$ cat config.mk
export PLATFORM = sky130hd
export DESIGN_NAME = demux_stream
export DESIGN_NICKNAME = d
export VERILOG_FILES = /design/src/rtl/demux_pkg.sv /design/src/rtl/demux_slot.sv /design/src/rtl/demux_stream.sv
export SDC_FILE = /design/constraint.sdc
export NUM_CORES = 1
export LEC_CHECK = 0
export BUFFER_PORTS_ARGS = -buffer_cell sky130_fd_sc_hd__buf_2
export CORE_MARGIN = 10
export CORE_UTILIZATION = 50
export CTS_CLUSTER_DIAMETER = 40
export DETAILED_ROUTE_END_ITERATION = 10
export PLACE_DENSITY = 0.88
export SYNTH_ARGS = -nofsm -noshare
export SYNTH_HDL_FRONTEND = slang
export SYNTH_HIERARCHICAL = 1
export SYNTH_SLANG_ARGS = --single-unit
$ cat constraint.sdc
create_clock -name clk -period 4 [get_ports clk]
set_clock_uncertainty 0.1 [all_clocks]
set_input_delay 0.6 -clock clk [delete_from_list [all_inputs] [get_ports clk]]
set_output_delay 0.6 -clock clk [all_outputs]
set_load 0.005 [all_outputs]
$ cat src/rtl/demux_pkg.sv
// Shared select encodings and default sizes for the stream demultiplexer.
package demux_pkg;

  localparam logic [1:0] SEL_A    = 2'b00;
  localparam logic [1:0] SEL_B    = 2'b01;
  localparam logic [1:0] SEL_C    = 2'b10;
  localparam logic [1:0] SEL_DROP = 2'b11;

  localparam int DEF_WIDTH = 4;
  localparam int DEF_CNT_W = 8;

endpackage

$ cat src/rtl/demux_slot.sv
// One-entry valid/ready holding register for a single demux output channel.
module demux_slot #(
  parameter int WIDTH = 4
) (
  input  logic             clk,
  input  logic             rst_n,
  input  logic             fill,
  input  logic [WIDTH-1:0] fill_data,
  output logic [WIDTH-1:0] out_data,
  output logic             out_valid,
  input  logic             out_ready,
  output logic             can_accept
);

  // A full slot can still take a beat in the same cycle it drains.
  assign can_accept = !out_valid || out_ready;

  always_ff @(posedge clk) begin
    if (!rst_n) begin
      out_valid <= 1'b0;
      out_data  <= '0;
    end else if (fill) begin
      out_valid <= 1'b1;
      out_data  <= fill_data;
    end else if (out_valid && out_ready) begin
      out_valid <= 1'b0;
    end
  end

endmodule

$ cat src/rtl/demux_stream.sv
// 1-to-3 stream demux: routes beats by {s1,s0} to slots A/B/C; select 11 drops and counts.
// Build option DEMUX_BROADCAST_EN turns select 11 into a broadcast to all three slots.
module demux_stream
  import demux_pkg::*;
#(
  parameter int WIDTH = DEF_WIDTH,
  parameter int CNT_W = DEF_CNT_W
) (
  input  logic             clk,
  input  logic             rst_n,
  input  logic [WIDTH-1:0] in_data,
  input  logic             s1,
  input  logic             s0,
  input  logic             in_valid,
  output logic             in_ready,
  output logic [WIDTH-1:0] a_data,
  output logic             a_valid,
  input  logic             a_ready,
  output logic [WIDTH-1:0] b_data,
  output logic             b_valid,
  input  logic             b_ready,
  output logic [WIDTH-1:0] c_data,
  output logic             c_valid,
  input  logic             c_ready,
  output logic [CNT_W-1:0] drop_cnt
);

  logic [1:0] sel;
  logic       a_can, b_can, c_can;
  logic       accept;
  logic       fill_a, fill_b, fill_c;

  assign sel = {s1, s0};

  // in_ready depends only on select and slot state, never on in_valid.
  always_comb begin
    in_ready = 1'b1;
    case (sel)
      SEL_A:   in_ready = a_can;
      SEL_B:   in_ready = b_can;
      SEL_C:   in_ready = c_can;
      default: begin
`ifdef DEMUX_BROADCAST_EN
        in_ready = a_can && b_can && c_can;
`else
        in_ready = 1'b1;
`endif
      end
    endcase
  end

  assign accept = in_valid && in_ready;

`ifdef DEMUX_BROADCAST_EN
  logic bcast;
  assign bcast  = accept && (sel == SEL_DROP);
  assign fill_a = (accept && (sel == SEL_A)) || bcast;
  assign fill_b = (accept && (sel == SEL_B)) || bcast;
  assign fill_c = (accept && (sel == SEL_C)) || bcast;
  assign drop_cnt = '0;
`else
  localparam logic [CNT_W-1:0] CNT_MAX = '1;
  logic [CNT_W-1:0] drop_q;

  assign fill_a = accept && (sel == SEL_A);
  assign fill_b = accept && (sel == SEL_B);
  assign fill_c = accept && (sel == SEL_C);

  // Saturating: sticks at all-ones rather than wrapping.
  always_ff @(posedge clk) begin
    if (!rst_n) begin
      drop_q <= '0;
    end else if (accept && (sel == SEL_DROP) && (drop_q != CNT_MAX)) begin
      drop_q <= drop_q + CNT_W'(1);
    end
  end

  assign drop_cnt = drop_q;
`endif

  demux_slot #(.WIDTH(WIDTH)) u_slot_a (
    .clk        (clk),
    .rst_n      (rst_n),
    .fill       (fill_a),
    .fill_data  (in_data),
    .out_data   (a_data),
    .out_valid  (a_valid),
    .out_ready  (a_ready),
    .can_accept (a_can)
  );

  demux_slot #(.WIDTH(WIDTH)) u_slot_b (
    .clk        (clk),
    .rst_n      (rst_n),
    .fill       (fill_b),
    .fill_data  (in_data),
    .out_data   (b_data),
    .out_valid  (b_valid),
    .out_ready  (b_ready),
    .can_accept (b_can)
  );

  demux_slot #(.WIDTH(WIDTH)) u_slot_c (
    .clk        (clk),
    .rst_n      (rst_n),
    .fill       (fill_c),
    .fill_data  (in_data),
    .out_data   (c_data),
    .out_valid  (c_valid),
    .out_ready  (c_ready),
    .can_accept (c_can)
  );

endmodule

# Word-level counts from Yosys, hierarchy flattened
# Index checks and enable logic that the tools add are counted.
dict set report op_classes {
  n_eq_ne 4
  n_mux 7
  n_reduce_logical 19
  n_addsub 1
}
# cell count
set op_table {}
lappend op_table {{$logic_and 1x1->1} 9}
lappend op_table {{$add 8x1->8 const B} 1}
lappend op_table {{$ne 8x8->1 const B} 1}
lappend op_table {{$mux 1} 6}
lappend op_table {{$reduce_bool 2->1} 3}
lappend op_table {{$eq 2x2->1 const B} 2}
lappend op_table {{$logic_not 1->1} 3}
lappend op_table {{$logic_or 1x1->1} 3}
lappend op_table {{$pmux 1 s3} 1}
lappend op_table {{$eq 2x1->1 const B} 1}
lappend op_table {{$logic_not 2->1} 1}
dict set report totals {
  out_inout_bits 24
  word_cells 38
  input_bits 12
  register_bits 23
}

# Longest topological paths before layout
dict set report logic_depth {
  ltp_word 6
  mapped_depth 6
  mapped_depth_nobuf 5
}

# By module
# Netlist, hierarchy kept.
# mod instances area_per_inst_um2 cells_each seq_area_each_um2
set by_module_without_submodules {}
lappend by_module_without_submodules {demux_slot 3 193.9 17 100.1}
lappend by_module_without_submodules {demux_stream 1 483.0 54 160.2}

# Worst setup path before layout
# OpenSTA, ideal clock, no wires.
dict set report synth_timing {
  path_kind {input -> output}
  from {in a_ready}
  to {out in_ready}
  t_required_ps 3300
  arrival_time_ps 1178
  setup_slack_ps 2122
  stages 4
  n_path_buf 0
  cell_sequence {nand2b_1 > and2b_2 > a211oi_1 > a21oi_1}
}
dict set report synth_via {
  elab_chain_cells 2
}
# element line
set synth_lines {}
lappend synth_lines {{start, declared} demux_stream.sv:18} ;# input logic a_ready,
lappend synth_lines {{$logic_or 1x1->1} demux_slot.sv:16} ;# assign can_accept = !out_valid || out_ready;
lappend synth_lines {{$pmux 1 s3} demux_stream.sv:38} ;# case (sel)
lappend synth_lines {{end, declared} demux_stream.sv:15} ;# output logic in_ready,
# No other way between the ends.

# Worst setup path in the final report
dict set report layout_timing {
  from {in a_ready}
  to {out in_ready}
}
dict set report layout_via {
  elab_chain_cells 2
}
# element line
set layout_lines {}
lappend layout_lines {{$logic_or 1x1->1} demux_slot.sv:16}
lappend layout_lines {{named net a_can} demux_stream.sv:29} ;# logic a_can, b_can, c_can;
lappend layout_lines {{$pmux 1 s3} demux_stream.sv:38}
# The timed path passes the listed nets, and every way through them passes these cells.

==> results.yml <==
drt:
  drtIter0Drc: 13
  vias: 869
  viasPerCell: 5.20
  dr.pass1.iters: 4
  drc: 0
  wl_um: 2390
  detail-route-antenna-nets: 0
  routedWlPerCell_um: 14.3
floorplan:
  placementRows: 16
  die_x_um: 66.1
  core_um2: 2000
  boundaryPins: 36
  die-area_um2: 4380
  dieHeight_um: 66.1
  start_util_pct: 53.2
power:
  total_power_mw: 0.381
  p_leak_nw: 0.555
  max-vdd-ir-drop_uv: 168
  p_per_area_nw_per_um2: 304
setup_path:
  r2r_end: "drop_cnt[0]"
  cp_max_fo: 2
  end_kind: "primary output"
  rrSetupSlack_ns: 2.39
  criticalPathCategory: "in -> out"
  r2r.worst_path.cells: 5
  required_ns: 3.30
  crit_path_frequent_cell: "buf_2"
  critPathArrivalTime_ns: 1.43
  crit_buf_inv: 2
  timing.rr.start: "drop_cnt[0]"
  cpPeakStageDelay_ns: 0.21
  crit_chain: "buf_2, nand2b_1, and2b_2, a211oi_1, a21oi_1, buf_2"
  cp-start-kind: "input port"
  crit_slowest_cell: "a211oi_1"
  critPathTopFamily: "simple AND/OR/NAND/NOR gates"
sta:
  maxSlewViolCount: 0
  worst_hold_slack_ns: 0.426
  min_period_over_period_pct: 53.3
  worst_slew_pin_slew_ns: 0.357
  final-hold-violation-count: 0
  rsz0062_at_grt: "false"
  slew_headroom_pct: 75.9
  fin_tns_setup_ns: 0
  worst_slack_ns: 1.87
  min_period_ns: 2.13
  setup_viol: 0
  max_freq_ghz: 0.469
clock_tree:
  ctsRootBufferMaster: "clkbuf_4"
  cts_resized: 0
  insertion_delay_ns: 0.30
  cts-htree-levels: 1
  cts_sinks: 23
  clkTransAtPathRegs_ns: 0.12
  cts_buffer_depth: 2
  cts_buffers: 3
  cts_hold_buffers: 0
  cts_setup_buffers: 0
  tritoncts: "yes"
synthesis:
  synth_edf_count: 0
  synth_area_um2: 1060
  postSynthCellCount: 105
  syn_area_per_cell_um2: 10.1
  synth.distinct_cells: 32
  ys_top_cells_by_area: "dfxtp_1 (43%), mux2i_1 (12%), nor2b_1 (7.1%)"
  synth-seq-area-share_pct: 43.2
  synth.top_cell.area_share_pct: 43.2
  synthArstFlopShare_pct: 0
  synth_common_cells: "dfxtp_1 (23), mux2i_1 (13), nor2b_1 (12), inv_1 (6), nand3_1 (6)"
  yosys_most_used_dff: "dfxtp_1"
  synth.most_common_cell: "dfxtp_1"
  ys_ff_latch: 23
  ys_warn_count: 6
  yosysTopAreaCell: "dfxtp_1"
  synthesis.nets: 118
placed_design:
  port_buffers: 35
  placed_area_um2: 1230
  dp.cells: 163
  post-dp-hpwl_um: 1870
  gp_congestion: 0.712
  dpl_worst_slack_ns: 1.86
layout:
  fillers: 180
  drive_gt1_share_pct: 32.1
  stdcell_count: 167
  fin_area_um2: 1260
  regArea_um2: 460
  diodes: 0
  multi_input_area_um2: 538
  post-route-util_pct: 62.7
  syn2layout_area_growth_pct: 18.0
  fin_nets: 154
hold_path:
  min-delay-start: "u_slot_a/out_valid"
  whs_endpoint: "u_slot_a/out_valid"
  whs_path_depth: 2
  hp-class: "reg -> reg"
flow_run:
  maxCapViolCount: 0
global_route:
  first_global_vias: 900
  grt-ovfl-total: 0
  grt_max_degree: 26
  grt.total_usage_pct: 11.1
  grt_pass1_wl_um: 3870
  antenna_found_initial: 0
status:
  status: "finished, final reports clean"
worst register-to-register path: cells and delay by family, from the launching register on:
family | cells | cell delay (ns)
flip-flops | 1 | 0.45
AO/OA/AOI/OAI | 1 | 0.33
AND/OR/NAND/NOR | 2 | 0.28
adder cells (fa/ha/maj) | 1 | 0.26
XOR/XNOR | 1 | 0.10
report_power, final:
group	internal, mW	switching [mW]
combinational	0.0202	0.0193
clock	0.0388	0.0645
sequential	0.235	0.00373
total	0.294	0.0875
routing by layer:
layer | share of wire, % | wire length [um] | global-route usage (%)
met1 | 41 | 989 | 10.9
met2 | 48 | 1160 | 19.6
met3 | 9.2 | 221 | 5.42
met4 | 1.0 | 25 | 3.93
met5 | 0 | 0 | 0
registers in the layout, summed over array words and instances, names as in the netlist:
| register | flops |
|---|---|
| u_slot_a/out_valid | 1 |
| u_slot_c/out_valid | 1 |
| drop_cnt | 8 |
| u_slot_b/out_valid | 1 |
| u_slot_a/out_data | 4 |
| u_slot_c/out_data | 4 |
| u_slot_b/out_data | 4 |
worst max-delay path by stage:
stage                       start        to  cells after the start
after global routing      a_ready  in_ready                      6
final                     a_ready  in_ready                      6
after detailed placement  a_ready  in_ready                      6
after global placement    a_ready  in_ready                      6
after CTS                 a_ready  in_ready                      6
after floorplan           a_ready  in_ready                      4
cell families (layout without fill, tap and decap cells):
group                      count (synthesis)  count (layout)  synth area share [%]
adders and majority gates                  1               1                  1.17
AOI/OAI and AO/OA                         18              18                  12.3
DFF                                       23              23                  43.2
xor gates and xnor gates                   1               1                 0.823
and+or+nand+nor                           39              39                  24.0
buffers and inverters                     10              45                  6.23
muxes                                     13              13                  12.2
cells in the final DEF (no fill, tap or decap), types with 2 or more instances in the layout:
| master | count |
|---|---|
| mux2i_1 | 13 |
| nand4_1 | 2 |
| buf_2 | 35 |
| o21ai_0 | 3 |
| clkbuf_4 | 3 |
| inv_1 | 6 |
| nand2_1 | 4 |
| dfxtp_1 | 23 |
| nor2b_1 | 12 |
| and4b_2 | 2 |
| nor2_1 | 3 |
| nand3_1 | 6 |
| nand2b_1 | 3 |
| a21boi_0 | 5 |
| a21oi_1 | 2 |
cell type report:
class                      count  share of cell area [%]
tap                           27                    2.69
sequential                    23                    36.7
multi-input combinational     72                    42.8
timing repair buffer          35                    13.9
inverter                       6                    1.79
clock buffer                   4                    2.09
No activity file was read; power rests on OpenSTA's default activity.
